$ cat config.mk
export PLATFORM = sky130hd
export DESIGN_NAME = regfile_port_arbiter
export DESIGN_NICKNAME = d
export VERILOG_FILES = /design/src/rtl/regfile_port_arbiter_pkg.sv /design/src/rtl/regfile_port_arbiter_rr_arb2.sv /design/src/rtl/regfile_port_arbiter.sv
export SDC_FILE = /design/constraint.sdc
export NUM_CORES = 1
export LEC_CHECK = 0
export BUFFER_PORTS_ARGS = -buffer_cell sky130_fd_sc_hd__buf_2
export CAP_MARGIN = 5
export CORE_MARGIN = 3
export CORE_UTILIZATION = 41
export CTS_CLUSTER_SIZE = 40
export DETAILED_ROUTE_END_ITERATION = 6
export PLACE_DENSITY = 0.77
export SLEW_MARGIN = 20
export SYNTH_ARGS = -nofsm -noshare
export SYNTH_HDL_FRONTEND = slang
export SYNTH_SLANG_ARGS = --single-unit
$ cat constraint.sdc
create_clock -name clk -period 1.4 [get_ports clk]
set_input_delay 0.35 -clock clk [delete_from_list [all_inputs] [get_ports clk]]
set_output_delay 0.35 -clock clk [all_outputs]
set_load 0.005 [all_outputs]
$ cat src/rtl/regfile_port_arbiter_pkg.sv
// Shared types and defaults for the two-requester regfile port arbiter.
// FSM encoding and requester IDs live here so the top and the picker agree.
package regfile_port_arbiter_pkg;

    localparam int AW_DEF = 5;
    localparam int DW_DEF = 32;

    typedef enum logic {
        ST_IDLE  = 1'b0,
        ST_SERVE = 1'b1
    } state_t;

    typedef enum logic {
        REQ_A = 1'b0,
        REQ_B = 1'b1
    } req_id_t;

endpackage

$ cat src/rtl/regfile_port_arbiter_rr_arb2.sv
// Two-way round-robin picker; combinational winner, last_grant updated on every win.
// Latency 0 (pick) / 1 (history); the excluded requester is skipped for this pick only.
module rr_arb2
    import regfile_port_arbiter_pkg::*;
(
    input  logic    clk,
    input  logic    rst_n,
    input  logic    i_req_a,
    input  logic    i_req_b,
    input  logic    i_excl_vld,
    input  req_id_t i_excl_id,
    output logic    o_win_vld,
    output req_id_t o_win_id
);

    req_id_t r_last;
    logic    w_elig_a;
    logic    w_elig_b;

    assign w_elig_a = i_req_a && !(i_excl_vld && (i_excl_id == REQ_A));
    assign w_elig_b = i_req_b && !(i_excl_vld && (i_excl_id == REQ_B));

    always_comb begin
        o_win_vld = w_elig_a || w_elig_b;
        o_win_id  = REQ_A;
        if (w_elig_a && w_elig_b) begin
            // Tie goes to whoever did not win last time.
            if (r_last == REQ_A) begin
                o_win_id = REQ_B;
            end else begin
                o_win_id = REQ_A;
            end
        end else if (w_elig_b) begin
            o_win_id = REQ_B;
        end
    end

    always_ff @(posedge clk) begin
        if (!rst_n) begin
            r_last <= REQ_B;
        end else if (o_win_vld) begin
            r_last <= o_win_id;
        end
    end

endmodule

$ cat src/rtl/regfile_port_arbiter.sv
// Shares one regfile access port between requesters A and B (round-robin, one op per SERVE cycle).
// gnt 1 cycle after req, rvalid 2 cycles; optional REGFILE_ARB_R0_ZERO_EN hardwires address 0 to zero.
module regfile_port_arbiter
    import regfile_port_arbiter_pkg::*;
#(
    parameter int AW = AW_DEF,
    parameter int DW = DW_DEF
) (
    input  logic          clk,
    input  logic          rst_n,
    input  logic          a_req,
    input  logic          a_we,
    input  logic [AW-1:0] a_addr,
    input  logic [DW-1:0] a_wdata,
    output logic          a_gnt,
    output logic          a_rvalid,
    output logic [DW-1:0] a_rdata,
    input  logic          b_req,
    input  logic          b_we,
    input  logic [AW-1:0] b_addr,
    input  logic [DW-1:0] b_wdata,
    output logic          b_gnt,
    output logic          b_rvalid,
    output logic [DW-1:0] b_rdata,
    output logic          rf_we,
    output logic [AW-1:0] rf_addr,
    output logic [DW-1:0] rf_wdata,
    input  logic [DW-1:0] rf_rdata
);

    state_t        r_state;
    state_t        w_state_nxt;
    req_id_t       r_cur;
    logic          r_op_we;
    logic [AW-1:0] r_op_addr;
    logic [DW-1:0] r_op_wdata;
    logic          r_a_rvalid;
    logic          r_b_rvalid;
    logic [DW-1:0] r_a_rdata;
    logic [DW-1:0] r_b_rdata;

    logic          w_serve;
    logic          w_win_vld;
    req_id_t       w_win_id;
    logic          w_addr_r0;
    logic          w_rd_a;
    logic          w_rd_b;
    logic [DW-1:0] w_rd_dat;

    assign w_serve = (r_state == ST_SERVE);

    rr_arb2 u_arb (
        .clk        (clk),
        .rst_n      (rst_n),
        .i_req_a    (a_req),
        .i_req_b    (b_req),
        .i_excl_vld (w_serve),
        .i_excl_id  (r_cur),
        .o_win_vld  (w_win_vld),
        .o_win_id   (w_win_id)
    );

`ifdef REGFILE_ARB_R0_ZERO_EN
    assign w_addr_r0 = (r_op_addr == '0);
`else
    assign w_addr_r0 = 1'b0;
`endif

    assign w_rd_dat = w_addr_r0 ? '0 : rf_rdata;
    assign w_rd_a   = w_serve && !r_op_we && (r_cur == REQ_A);
    assign w_rd_b   = w_serve && !r_op_we && (r_cur == REQ_B);

    always_comb begin
        w_state_nxt = ST_IDLE;
        a_gnt       = 1'b0;
        b_gnt       = 1'b0;
        rf_we       = 1'b0;
        if (w_win_vld) begin
            w_state_nxt = ST_SERVE;
        end
        if (w_serve) begin
            a_gnt = (r_cur == REQ_A);
            b_gnt = (r_cur == REQ_B);
            // rst_n gating keeps a write from committing on the reset edge.
            rf_we = r_op_we && !w_addr_r0 && rst_n;
        end
    end

    always_ff @(posedge clk) begin
        if (!rst_n) begin
            r_state    <= ST_IDLE;
            r_cur      <= REQ_B;
            r_op_we    <= 1'b0;
            r_op_addr  <= '0;
            r_op_wdata <= '0;
            r_a_rvalid <= 1'b0;
            r_b_rvalid <= 1'b0;
            r_a_rdata  <= '0;
            r_b_rdata  <= '0;
        end else begin
            r_state <= w_state_nxt;
            if (w_win_vld) begin
                r_cur <= w_win_id;
                if (w_win_id == REQ_A) begin
                    r_op_we    <= a_we;
                    r_op_addr  <= a_addr;
                    r_op_wdata <= a_wdata;
                end else begin
                    r_op_we    <= b_we;
                    r_op_addr  <= b_addr;
                    r_op_wdata <= b_wdata;
                end
            end
            r_a_rvalid <= w_rd_a;
            r_b_rvalid <= w_rd_b;
            if (w_rd_a) begin
                r_a_rdata <= w_rd_dat;
            end
            if (w_rd_b) begin
                r_b_rdata <= w_rd_dat;
            end
        end
    end

    assign a_rvalid = r_a_rvalid;
    assign b_rvalid = r_b_rvalid;
    assign a_rdata  = r_a_rdata;
    assign b_rdata  = r_b_rdata;
    assign rf_addr  = r_op_addr;
    assign rf_wdata = r_op_wdata;

endmodule
# --- Word level (Yosys, flattened, before mapping) ---
# Index checks and enable logic that the tools add are counted.
word_totals:
  reg_bits: 106
  wordCells: 33
  output_inout_bits: 106
op_classes:
  reduce_logical: 13
  bitwise_logic: 1
  mux: 10
ops:
  columns: ["cell", "count"]
  rows:
  - ["two-way mux 32 bit", 1]
  - ["logical AND 1 bit", 9]
  - ["two-way mux 1 bit", 8]
  - ["two-way mux 5 bit", 1]
  - ["logical NOT 1 bit", 3]
  - ["logical OR 1 bit", 1]
  - ["inverter 1 bit", 1]

# --- Depth between registers and ports, before layout ---
# Gate-level depths: netlist of run 1.
depth:
  depth_word: 7
  depth_mapped: 6
  ltp_nobuf: 4

# --- Cells and area by module ---
# From an unflattened synthesis of run 1, not the netlist that was laid out.
unflattened:
  cells_unflattened: 438
  hier_area_um2: 4342.9
by_module_without_submodules:
  columns: ["module", "area_per_inst_um2", "instances", "seq_area_each_um2", "cells_each"]
  rows:
  - ["regfile_port_arbiter", 4256.6, 1, 2122.0, 427]
  - ["rr_arb2", 86.3, 1, 20.0, 11]

# --- Worst setup path before layout of run 1 ---
# No wires, ideal clock.
synth_path:
  kind: "register to register"
  from: "reg r_cur"
  to: "reg r_op_addr[1] (netlist: rf_addr[1])"
  setup_slack_ps: 35
  stages_incl_launch_ff: 7
  setup_ps: 117
  path_buffers: 2
  t_arrival_ps: 1248
  path_cell_list: "dfxtp_1 -> nand2b_1 -> a21o_1 -> nand2_1 -> buf_2 -> buf_4 -> o2bb2ai_2"
synth_between:
  elab_chain_len: 7
synth_rtl:
  columns: ["element", "line_no", "text"]
  rows:
  - ["from (decl)", "regfile_port_arbiter.sv:33", "req_id_t r_cur;"]
  - ["from (signal assigned)", "regfile_port_arbiter.sv:103", "r_cur <= w_win_id;"]
  - ["inverter 1 bit", "regfile_port_arbiter_rr_arb2.sv:20", "assign w_elig_a = i_req_a && !(i_excl_vld && (i_excl_id == REQ_A));"]
  - ["logical AND 1 bit", "regfile_port_arbiter_rr_arb2.sv:20", null]
  - ["logical NOT 1 bit", "regfile_port_arbiter_rr_arb2.sv:20", null]
  - ["logical AND 1 bit", "regfile_port_arbiter_rr_arb2.sv:20", null]
  - ["logical AND 1 bit", "regfile_port_arbiter_rr_arb2.sv:26", "if (w_elig_a && w_elig_b) begin"]
  - ["two-way mux 1 bit", "regfile_port_arbiter_rr_arb2.sv:26", null]
  - ["two-way mux 5 bit", "regfile_port_arbiter.sv:104", "if (w_win_id == REQ_A) begin"]
  - ["to (signal assigned)", "regfile_port_arbiter.sv:106", "r_op_addr <= a_addr;"]
  - ["to (signal assigned)", "regfile_port_arbiter.sv:110", "r_op_addr <= b_addr;"]
  - ["to (decl)", "regfile_port_arbiter.sv:35", "logic [AW-1:0] r_op_addr;"]
# Several ways; a longest one is shown, not always the timed one.
# A chain may end at the register's enable or synchronous reset.

# --- Worst setup path after layout of run 1 ---
layout_path:
  from: "reg r_cur"
  to: "reg r_op_wdata[18] (netlist: rf_wdata[18])"
layout_between:
  elab_chain_len: 7
layout_rtl:
  columns: ["element", "line_no", "text"]
  rows:
  - ["inverter 1 bit", "regfile_port_arbiter_rr_arb2.sv:20", null]
  - ["logical AND 1 bit", "regfile_port_arbiter_rr_arb2.sv:20", null]
  - ["logical NOT 1 bit", "regfile_port_arbiter_rr_arb2.sv:20", null]
  - ["logical AND 1 bit", "regfile_port_arbiter_rr_arb2.sv:20", null]
  - ["logical AND 1 bit", "regfile_port_arbiter_rr_arb2.sv:26", null]
  - ["two-way mux 1 bit", "regfile_port_arbiter_rr_arb2.sv:26", null]
  - ["two-way mux 32 bit", "regfile_port_arbiter.sv:104", null]
  - ["to (signal assigned)", "regfile_port_arbiter.sv:107", "r_op_wdata <= a_wdata;"]
  - ["to (signal assigned)", "regfile_port_arbiter.sv:111", "r_op_wdata <= b_wdata;"]
  - ["to (decl)", "regfile_port_arbiter.sv:36", "logic [DW-1:0] r_op_wdata;"]
# Several ways; a longest one is shown, not always the timed one.

==> results of run 1 <==
-- timing repair --
| action | CTS | global route |
|---|---|---|
| hold endpoints to repair | 0 | 0 |
| setup endpoints to repair | 39 | 40 |
| gates resized for setup | 7 | 27 |
| cloned | 1 | 5 |
| pin swaps | 1 | 4 |
| setup buffers | 4 | 2 |
-- cells by family (layout without fill, tap and decap cells) --
logic type,count (synthesis),after routing
and+or+nand+nor,144,144
AOI/OAI and AO/OA,109,109
muxes,37,37
DFF,106,106
buffers and inverters,36,262
-- how the worst max path moves through the flow --
stage                                      to                from  cells past startpoint
finish              rf_wdata[18]$_SDFFE_PN0P_  r_cur$_SDFFE_PN1P_                      6
global route         rf_wdata[3]$_SDFFE_PN0P_  r_cur$_SDFFE_PN1P_                      6
CTS                                     a_gnt  r_cur$_SDFFE_PN1P_                      3
detailed placement   rf_wdata[0]$_SDFFE_PN0P_  r_state$_SDFF_PN0_                      5
global placement     rf_wdata[1]$_SDFFE_PN0P_               a_req                      6
floorplan             rf_addr[1]$_SDFFE_PN0P_  r_cur$_SDFFE_PN1P_                      6
-- where the power goes --
group,internal [mW],switching [mW]
combinational,0.605,0.578
sequential,3.20,0.126
clock,0.739,1.11
total,4.55,1.81
-- registers in the layout, summed over array words and instances (netlist names), 5 cells and up --
name,cells
rf_wdata,32
b_rdata,32
rf_addr,5
a_rdata,32
-- through the flow --
stage	utilization	hold slack (ns)	worst slack [ns]	area (sq um)
2_1_floorplan	-	0.412	0.0348	4150
3_3_place_gp	0.558	0.439	0.00506	5480
3_5_place_dp	0.558	0.444	-0.0583	5480
4_1_cts	0.584	0.167	-0.0127	5730
5_1_grt	0.607	0.180	-0.0480	5960
6_report	0.607	0.198	-0.00800	5960
-- metal layers --
layer	vias up	wire length, microns	track usage
met5	-	0	0
met4	0	156	0.0804
met3	15	706	0.0328
met2	154	6660	0.359
met1	1855	4960	0.236
li1	1915	-	-
-- cell usage in the layout, fill, tap and decap left out, types with 2 or more instances in the layout --
master	synthesis	layout
a21oi_1	64	64
buf_12	0	10
buf_2	11	216
buf_4	2	4
buf_6	1	7
clkbuf_16	0	4
clkbuf_8	0	10
dfxtp_1	106	103
dfxtp_4	0	2
inv_1	4	2
inv_2	0	2
inv_6	0	4
mux2i_1	37	28
mux2i_2	0	9
nand2_1	133	130
nand2_4	0	2
nor2_1	5	3
nor2_2	0	2
o21ai_0	3	2
o2bb2ai_2	30	36
or2_2	2	2
-- layout make-up --
class	count	area share
clock buffers	10	0.0231
multi-input cells	290	0.325
clock inverters	6	0.00924
well taps	133	0.0279
inverters	4	0.00252
repair buffers	242	0.255
flip-flops and latches	106	0.358
==> results.sh, run 1 <==
export IMPL_num_antenna_cells=0
export IMPL_die_y_microns=107
export IMPL_cts_root_buf="clkbuf_8"
export IMPL_finalCriticalPeriod_ns=1.41
export IMPL_worst_setup_path_end_kind="flip-flop"
export IMPL_min_from="rst_n"
export IMPL_tns_ns=-0.0229
export IMPL_synth_top_cell_area_share=0.512
export IMPL_ant_nets=0
export IMPL_worstPathArrival_ns=1.71
export IMPL_synth_top_family_by_area="compound AO/OA/AOI/OAI gates"
export IMPL_die_area_sq_um=11400
export IMPL_drt_iter0_markers=172
export IMPL_worst_path_buf_inv=2
export IMPL_cap_viol_max_count=0
export IMPL_cts_max_level=3
export IMPL_io_pins=218
export IMPL_synthMuxAreaShare=0.0893
export IMPL_overflow=0
export IMPL_drv_slew=0
export IMPL_path_cells="nand2b_4, a21o_4, a21oi_4, buf_6, clkbuf_16, o2bb2ai_1"
export IMPL_leakage_nw=2.86
export IMPL_antenna_found_initial=0
export IMPL_yosysWarnings=0
export IMPL_timing_fmax_mhz=710
export IMPL_place_inst=765
export IMPL_start_util=0.422
export IMPL_synth_ff_type="dfxtp_1"
export IMPL_clk_pin_slew_ns=0.11
export IMPL_async_flop_share=0
export IMPL_criticalPathCategory="reg -> reg"
export IMPL_fill_cells=858
export IMPL_wl_per_cell_microns=15.8
export IMPL_synth_edff_count=0
export IMPL_die_w_microns=107
export IMPL_hpwl_microns=8500
export IMPL_clock_skew_final_ns=0.0108
export IMPL_yosysSeqAreaShare=0.512
export IMPL_cp_slowest_cell="dfxtp_4"
export IMPL_cp_data_required_time_ns=1.71
export IMPL_track_usage=0.200
export IMPL_synth_compound_area_frac=0.216
export IMPL_synth_top_area_cell="dfxtp_1"
export IMPL_peakVddDrop_mv=0.615
export IMPL_ys_ff_latch=106
export IMPL_core_area_sq_um=9820
export IMPL_crit_fanout=7
export IMPL_cts_sinks=106
export IMPL_holdBufCountCts=0
export IMPL_reg2reg_slack_ns=-0.008
export IMPL_violations="setup timing"
export IMPL_reg2regPathDepth=6
export IMPL_synthSimpleGateAreaFrac=0.135
export IMPL_final_cells=791
export IMPL_netlist_top_cells_count="133 x nand2_1, 106 x dfxtp_1, 64 x a21oi_1"
export IMPL_via_per_inst=4.98
export IMPL_grt_pass1_vias=3761
export IMPL_setup_viol=5
export IMPL_syn_area_sq_um=4150
export IMPL_clock_latency_ns=0.37
export IMPL_setup_ws_ns=-0.00800
export IMPL_wirelength_microns=12500
export IMPL_worstMarginPinSlew_ns=0.281
export IMPL_finalPower_mw=6.36
export IMPL_cts_tree="yes"
export IMPL_vias=3939
export IMPL_synth_fa_ha_area_frac=0
export IMPL_drcViolationCount=0
export IMPL_register_area_sq_um=2130
export IMPL_synth_most_common_cell="nand2_1"
export IMPL_syn_avg_cell_area_sq_um=9.60
export IMPL_synth_cell_type_count=23
export IMPL_yosys_top_cells_area="dfxtp_1 51%, nand2_1 12%, o2bb2ai_2 11%"
export IMPL_syn_to_final_growth_pct=43.7
export IMPL_drt_pass1_iterations=4
export IMPL_clockBufferDepth=2
export IMPL_nets=765
export IMPL_layout_drive_gt1_share=0.485
export IMPL_grt_first_pass_wirelength_microns=18300
export IMPL_row_count=36
export IMPL_hp_class="in -> reg"
export IMPL_grt_max_degree=67
export IMPL_worst_r2r_endpoint="rf_wdata[18]$_SDFFE_PN0P_"
export IMPL_cpPeakStageDelay_ns=0.37
export IMPL_numCtsBuffers=9
export IMPL_yosys_area_share_xor_xnor=0
export IMPL_r2r_start="r_cur$_SDFFE_PN1P_"
export IMPL_status="finished with violations"
export IMPL_hold_end="r_cur$_SDFFE_PN1P_"
export IMPL_period_share=1.01
export IMPL_hold_viol=0
export IMPL_synthesis_nets=544
export IMPL_gp_congestion=0.738
export IMPL_critPathTopFamily="compound AO/OA/AOI/OAI gates"
export IMPL_slew_headroom=0.812
export IMPL_start_kind="flip-flop"
export IMPL_io_buffer_count=217
export IMPL_rsz0062_at_grt="true"
export IMPL_min_path_cells=2
export IMPL_synth_cells=432
export IMPL_p_per_area_nw_per_um2=1070
export IMPL_multi_input_area_sq_um=1930
Note: power is estimated with default switching activity, not from simulation.
==> run 2, diff against run 1 <==
--- a/config.mk
+++ b/config.mk
@@ -12,6 +12,7 @@
 export CTS_CLUSTER_SIZE = 40
 export DETAILED_ROUTE_END_ITERATION = 6
 export PLACE_DENSITY = 0.77
+export SETUP_SLACK_MARGIN = 0.15
 export SLEW_MARGIN = 20
 export SYNTH_ARGS = -nofsm -noshare
 export SYNTH_HDL_FRONTEND = slang
==> constraint.sdc (replaced) <==
create_clock -name clk -period 1.2 [get_ports clk]
set_input_delay 0.3 -clock clk [delete_from_list [all_inputs] [get_ports clk]]
set_output_delay 0.3 -clock clk [all_outputs]
set_load 0.005 [all_outputs]
==> run 2 against run 1 <==
Against the previous run:
- the flow still finishes with violations (setup timing)
- sequential power increased by 19%
- utilization rose by 16 points
- power increased by 33%
- cell count up 7.6%
- critical path depth did not move
- non-clock buffer count grew 60
- clock-buffer cell count decreased by 1
- clock skew grew 0.0038 ns
- combinational power is 82% higher
- critical path type unchanged
==> results.sh, run 2 (synthesis results as in run 1) <==
export IMPL_status="finished with violations"
export IMPL_violations="setup timing"
export IMPL_clockBufferDepth=2
export IMPL_nets=825
export IMPL_die_w_microns=107
export IMPL_cap_viol_max_count=0
export IMPL_track_usage=0.230
export IMPL_worstPathArrival_ns=1.74
export IMPL_rsz0062_at_grt="true"
export IMPL_finalPower_mw=8.46
export IMPL_critPathTopFamily="compound AO/OA/AOI/OAI gates"
export IMPL_drv_slew=0
export IMPL_cts_root_buf="clkbuf_8"
export IMPL_numCtsBuffers=9
export IMPL_hold_viol=0
export IMPL_vias=4484
export IMPL_clock_latency_ns=0.37
export IMPL_whs_ns=0.166
export IMPL_num_antenna_cells=0
export IMPL_overflow=0
export IMPL_cp_data_required_time_ns=1.50
export IMPL_clock_skew_final_ns=0.0145
export IMPL_place_inst=766
export IMPL_grt_pass1_vias=4275
export IMPL_finalCriticalPeriod_ns=1.44
export IMPL_peakVddDrop_mv=0.805
export IMPL_seqPwrFrac=0.467
export IMPL_start_util=0.422
export IMPL_wirelength_microns=16500
export IMPL_worstMarginPinSlew_ns=0.375
export IMPL_ant_nets=0
export IMPL_antenna_found_initial=0
export IMPL_p_sw_frac=0.296
export IMPL_io_pins=218
export IMPL_drt_pass1_iterations=5
export IMPL_slew_headroom=0.750
export IMPL_layout_drive_gt1_share=0.799
export IMPL_core_area_sq_um=9820
export IMPL_grt_max_degree=67
export IMPL_syn_to_final_growth_pct=81.6
export IMPL_via_per_inst=5.27
export IMPL_setup_viol=105
export IMPL_hpwl_microns=8450
export IMPL_cts_tree="yes"
export IMPL_layout_common_cells="170 x buf_2, 101 x dfxtp_2, 68 x nand2_1, 56 x buf_6, 51 x buf_4"
export IMPL_drcViolationCount=0
export IMPL_switchingPower_mw=2.51
export IMPL_die_area_sq_um=11400
export IMPL_reg2reg_slack_ns=-0.24
export IMPL_setup_ws_ns=-0.242
export IMPL_cts_max_level=3
export IMPL_cts_sinks=106
export IMPL_row_count=36
export IMPL_hp_class="in -> reg"
export IMPL_die_y_microns=107
export IMPL_gp_congestion=0.767
export IMPL_clk_pin_slew_ns=0.11
export IMPL_final_cells=851
export IMPL_io_buffer_count=217
export IMPL_combPwrFrac=0.254
export IMPL_drt_iter0_markers=218
export IMPL_start_kind="flip-flop"
export IMPL_p_int_mw=5.95
export IMPL_timing_fmax_mhz=693
export IMPL_worst_setup_path_end_kind="flip-flop"
export IMPL_leakage_nw=3.59
export IMPL_crit_fanout=15
export IMPL_final_common_cell="buf_2"
export IMPL_p_per_area_nw_per_um2=1120
export IMPL_criticalPathCategory="reg -> reg"
export IMPL_grt_first_pass_wirelength_microns=20700
export IMPL_cp_slowest_cell="dfxtp_2"
export IMPL_cpPeakStageDelay_ns=0.35
export IMPL_worst_path_buf_inv=2
export IMPL_period_share=1.20
export IMPL_p_clk_frac=0.279
export IMPL_path_cells="nand2b_4, a21o_1, a21oi_4, buf_12, clkbuf_16, o2bb2ai_2"
export IMPL_wl_per_cell_microns=19.4
## run 2: changes by cell type in the layout (fill, tap and decap cells not counted), sizes merged
cell,change
buf,+57
clkinv,+3
inv,-3
clkbuf,+2
bufinv,+1
## run 2: power by group through the flow
stage	sequential (mW)	combinational, mW	clock (mW)
2_1_floorplan	3.97	0.640	0
3_3_place_gp	3.95	1.17	0
3_5_place_dp	3.95	1.21	0
4_1_cts	3.89	1.64	2.35
5_1_grt	3.97	2.28	2.55
6_report	3.95	2.15	2.36
## run 2: what timing repair did
item                                    CTS  global route
endpoints found under the setup margin  211           211
buffers inserted                         33            23
pin swaps                                26            56
gates cloned                              6             7
gates resized for setup                 114           217
hold buffers                              0             0
## run 2: per-stage QoR
step	setup TNS, ns	cell area [sq um]	setup WS [ns]	utilization
5_1_grt	-20.34	7530	-0.292	0.767
4_1_cts	-11.49	6420	-0.250	0.654
6_report	-15.13	7530	-0.242	0.767
3_3_place_gp	-5.73	5460	-0.134	0.556
3_5_place_dp	-8.29	5460	-0.194	0.556
2_1_floorplan	-5.04	4250	-0.105	-
## run 2: metal layers
metal,GRT usage,wire length [microns],vias to the layer above
li1,-,-,2041
met1,0.262,6070,2178
met2,0.408,8850,238
met3,0.0704,1270,27
met4,0.0776,293,0
met5,0,0,-
## run 2: final timing paths
path                                 start                        end  cells past startpoint
setup / recovery        r_cur$_SDFFE_PN1P_  rf_wdata[27]$_SDFFE_PN0P_                      6
hold / removal                       rst_n         r_cur$_SDFFE_PN1P_                      2
setup reg to reg        r_cur$_SDFFE_PN1P_  rf_wdata[27]$_SDFFE_PN0P_                      6
hold reg to reg   b_rdata[27]$_SDFFE_PN0P_   b_rdata[27]$_SDFFE_PN0P_                      2
## run 2: worst reg2reg max path, delay by kind of cell, from the launching register on
kind            cells  cell delay, ns
buf+inv             2            0.33
flops               1            0.35
simple gates        1            0.16
compound gates      3            0.53
## run 2: layout make-up
| class | count | area [sq um] |
|---|---|---|
| sequential | 106 | 2260 |
| tap | 133 | 166 |
| inverter | 4 | 15.0 |
| clock buffer | 9 | 124 |
| multi-input combinational | 290 | 2440 |
| clock inverter | 7 | 86.3 |
| timing repair buffer | 302 | 2440 |
| fill | 633 | 2290 |
==> run 3, diff against run 2 <==
--- a/config.mk
+++ b/config.mk
@@ -8,10 +8,11 @@
 export BUFFER_PORTS_ARGS = -buffer_cell sky130_fd_sc_hd__buf_2
 export CAP_MARGIN = 5
 export CORE_MARGIN = 3
-export CORE_UTILIZATION = 41
+export CORE_UTILIZATION = 42
+export CTS_BUF_LIST = sky130_fd_sc_hd__clkbuf_2
 export CTS_CLUSTER_SIZE = 40
 export DETAILED_ROUTE_END_ITERATION = 6
-export PLACE_DENSITY = 0.77
+export PLACE_DENSITY = 0.78
 export SETUP_SLACK_MARGIN = 0.15
 export SLEW_MARGIN = 20
 export SYNTH_ARGS = -nofsm -noshare
==> constraint.sdc (replaced) <==
create_clock -name clk -period 1.2 [get_ports clk]
set_input_delay 0.24 -clock clk [delete_from_list [all_inputs] [get_ports clk]]
set_output_delay 0.24 -clock clk [all_outputs]
set_load 0.005 [all_outputs]
==> run 3 against run 2 <==
Against the previous run:
- synthesized area stayed put
- the flow now stops in 5_1_grt
- synthesized cell count is the same
==> results.sh, run 3 <==
export IMPL_status="aborted with a tool error"
export IMPL_failing_step="5_1_grt"
export IMPL_first_error="[ERROR DPL-0038] Utilization greater than 100%, impossible to legalize"
export IMPL_cts_max_level=3
export IMPL_synth_top_cell_area_share=0.512
export IMPL_synth_edff_count=0
export IMPL_yosysSeqAreaShare=0.512
export IMPL_synth_ff_type="dfxtp_1"
export IMPL_hpwl_microns=8300
export IMPL_io_buffer_count=217
export IMPL_synth_cells=432
export IMPL_syn_avg_cell_area_sq_um=9.60
export IMPL_synth_cell_type_count=23
export IMPL_grt_max_degree=67
export IMPL_numCtsBuffers=9
export IMPL_synth_fa_ha_area_frac=0
export IMPL_place_inst=762
export IMPL_synth_most_common_cell="nand2_1"
export IMPL_die_y_microns=105
export IMPL_postGrtWorstEndpoint="b_gnt"
export IMPL_clockBufferDepth=2
export IMPL_start_util=0.440
export IMPL_cts_root_buf="clkbuf_2"
export IMPL_post_dp_cell_area_sq_um=5460
export IMPL_async_flop_share=0
export IMPL_row_count=35
export IMPL_worst_ep_kind="primary output"
export IMPL_synth_top_family_by_area="compound AO/OA/AOI/OAI gates"
export IMPL_die_w_microns=105
export IMPL_syn_area_sq_um=4150
export IMPL_netlist_top_cells_count="133 x nand2_1, 106 x dfxtp_1, 64 x a21oi_1"
export IMPL_synthesis_nets=544
export IMPL_yosys_area_share_xor_xnor=0
export IMPL_synthMuxAreaShare=0.0893
export IMPL_synth_top_area_cell="dfxtp_1"
export IMPL_ys_ff_latch=106
export IMPL_io_pins=218
export IMPL_yosysWarnings=0
export IMPL_gp_congestion=0.750
export IMPL_synth_compound_area_frac=0.216
export IMPL_synthSimpleGateAreaFrac=0.135
export IMPL_yosys_top_cells_area="dfxtp_1 51%, nand2_1 12%, o2bb2ai_2 11%"
export IMPL_cts_sinks=106
-- run 3: cell counts after synthesis --
Identical to the previous run, type by type.
-- run 3: timing repair --
action,4_1_cts
resized for setup,189
hold endpoints to repair,103
pin swaps,11
setup endpoints to repair,211
setup buffers,47
cloned,22
hold buffers,110
-- run 3: cells by family after synthesis --
family | count (synthesis)
flip-flops | 106
AND/OR/NAND/NOR | 144
buffers and inverters | 36
AO/OA/AOI/OAI | 109
multiplexers | 37
-- run 3: per-stage QoR --
step	hold WS (ns)	worst slack, ns	TNS, ns
floorplan	0.302	-0.105	-5.13
CTS	0.00461	-0.438	-42.78
detailed placement	0.443	-0.176	-5.74
global placement	0.438	-0.113	-3.60
==> run 4, diff against run 3 <==
--- a/config.mk
+++ b/config.mk
@@ -8,12 +8,9 @@
 export BUFFER_PORTS_ARGS = -buffer_cell sky130_fd_sc_hd__buf_2
 export CAP_MARGIN = 5
 export CORE_MARGIN = 3
-export CORE_UTILIZATION = 42
-export CTS_BUF_LIST = sky130_fd_sc_hd__clkbuf_2
-export CTS_CLUSTER_SIZE = 40
+export CORE_UTILIZATION = 40
 export DETAILED_ROUTE_END_ITERATION = 6
-export PLACE_DENSITY = 0.78
-export SETUP_SLACK_MARGIN = 0.15
+export PLACE_DENSITY_LB_ADDON = 0.15
 export SLEW_MARGIN = 20
 export SYNTH_ARGS = -nofsm -noshare
 export SYNTH_HDL_FRONTEND = slang
==> constraint.sdc (replaced) <==
create_clock -name clk -period 1.56 [get_ports clk]
set_input_delay 0.312 -clock clk [delete_from_list [all_inputs] [get_ports clk]]
set_output_delay 0.312 -clock clk [all_outputs]
set_load 0.005 [all_outputs]
==> run 4 against run 3 <==
Against the previous run:
- the flow now finishes without violations
==> results.sh, run 4 (synthesis results as in run 1) <==
export IMPL_cts_sinks=106
export IMPL_drv_slew=0
export IMPL_clockBufferDepth=2
export IMPL_layout_common_cells="217 x buf_2, 131 x nand2_1, 106 x dfxtp_1, 64 x a21oi_1, 37 x mux2i_1"
export IMPL_critPathTopFamily="flip-flops"
export IMPL_hpwl_microns=8220
export IMPL_cp_slowest_cell="dfxtp_1"
export IMPL_start_util=0.418
export IMPL_register_area_sq_um=2120
export IMPL_start_kind="flip-flop"
export IMPL_cap_viol_max_count=0
export IMPL_p_per_area_nw_per_um2=970
export IMPL_vias=3774
export IMPL_clock_skew_final_ns=0.0109
export IMPL_holdBufCountCts=0
export IMPL_leakage_nw=2.71
export IMPL_gp_congestion=0.733
export IMPL_die_y_microns=108
export IMPL_syn_to_final_growth_pct=34.1
export IMPL_wl_per_cell_microns=14.5
export IMPL_finalCriticalPeriod_ns=1.50
export IMPL_whs_ns=0.181
export IMPL_ant_nets=0
export IMPL_antenna_found_initial=0
export IMPL_final_cells=776
export IMPL_criticalPathCategory="reg -> out"
export IMPL_worst_path_buf_inv=3
export IMPL_cp_data_required_time_ns=1.25
export IMPL_crit_fanout=6
export IMPL_core_area_sq_um=9910
export IMPL_timing_fmax_mhz=664
export IMPL_worstPathArrival_ns=1.19
export IMPL_nets=750
export IMPL_io_buffer_count=217
export IMPL_utilization=0.561
export IMPL_peakVddDrop_mv=0.476
export IMPL_num_antenna_cells=0
export IMPL_worstMarginPinSlew_ns=0.417
export IMPL_row_count=36
export IMPL_clock_latency_ns=0.35
export IMPL_fill_cells=947
export IMPL_die_area_sq_um=11600
export IMPL_slew_headroom=0.722
export IMPL_overflow=0
export IMPL_io_pins=218
export IMPL_grt_first_pass_wirelength_microns=17400
export IMPL_hp_class="in -> reg"
export IMPL_rsz0062_at_grt="true"
export IMPL_drt_pass1_iterations=4
export IMPL_wirelength_microns=11300
export IMPL_track_usage=0.187
export IMPL_numCtsBuffers=9
export IMPL_final_common_cell="buf_2"
export IMPL_worst_setup_path_end_kind="primary output"
export IMPL_status="complete, no violations"
export IMPL_place_inst=759
export IMPL_cpPeakStageDelay_ns=0.39
export IMPL_layout_drive_gt1_share=0.434
export IMPL_die_w_microns=108
export IMPL_multi_input_area_sq_um=1840
export IMPL_cts_root_buf="clkbuf_8"
export IMPL_grt_pass1_vias=3584
export IMPL_setup_viol=0
export IMPL_drcViolationCount=0
export IMPL_grt_max_degree=39
export IMPL_drt_iter0_markers=175
export IMPL_post_cts_buffers=0
export IMPL_cts_tree="yes"
export IMPL_period_share=0.965
export IMPL_via_per_inst=4.86
export IMPL_path_cells="nand2b_1, buf_4, inv_1, buf_2"
export IMPL_cts_max_level=3
export IMPL_hold_viol=0
export IMPL_clk_pin_slew_ns=0.08
[run 4: metal layers]
| layer | share of wire | GRT usage | vias up |
|---|---|---|---|
| met5 | 0 | 0 | - |
| li1 | - | - | 1881 |
| met3 | 0.074 | 0.0534 | 12 |
| met1 | 0.41 | 0.221 | 1751 |
| met4 | 0.014 | 0.0532 | 0 |
| met2 | 0.50 | 0.328 | 130 |
[run 4: final timing paths]
| kind | startpoint | end | slack [ns] | cells after the start |
|---|---|---|---|---|
| worst max-delay path | r_cur$_SDFFE_PN1P_ | a_gnt | 0.06 | 4 |
| worst min-delay path | rst_n | r_cur$_SDFFE_PN1P_ | 0.18 | 2 |
| worst max register to register | r_cur$_SDFFE_PN1P_ | rf_addr[0]$_SDFFE_PN0P_ | 0.10 | 5 |
| worst min register to register | b_rdata[28]$_SDFFE_PN0P_ | b_rdata[28]$_SDFFE_PN0P_ | 0.46 | 2 |
[run 4: layout make-up]
| cell class | count | area share |
|---|---|---|
| Sequential cell | 106 | 0.382 |
| Clock inverter | 3 | 0.00450 |
| Clock buffer | 13 | 0.0268 |
| Timing Repair Buffer | 227 | 0.223 |
| Tap cell | 133 | 0.0299 |
| Inverter | 4 | 0.00270 |
| Multi-Input combinational cell | 290 | 0.331 |
[run 4: metrics by stage]
stage               cell area, sq um  worst slack, ns  total power, mW  TNS (ns)
floorplan                       4150            0.195             3.50         0
global placement                5360            0.113             3.92         0
detailed placement              5360           0.0408             3.94         0
CTS                             5530           0.0365             5.45         0
global route                    5560          -0.0643             5.67   -0.0643
finish                          5560           0.0550             5.39         0
[run 4: what timing repair did]
action / 4_1_cts / 5_1_grt
resized for setup: 0 / 2
hold endpoints to repair: 0 / 0
setup endpoints to repair: 0 / 49
[run 4: worst register-to-register path: cells and delay by family (launching register included)]
kind | cells | cell delay, ns
AND/OR/NAND/NOR | 2 | 0.43
flip-flops | 1 | 0.39
AO/OA/AOI/OAI | 2 | 0.34
buffers and inverters | 1 | 0.25
[run 4: power by group]
part           internal [mW]  switching, mW
Sequential              2.87         0.0985
Clock                  0.634          0.882
Combinational          0.435          0.469
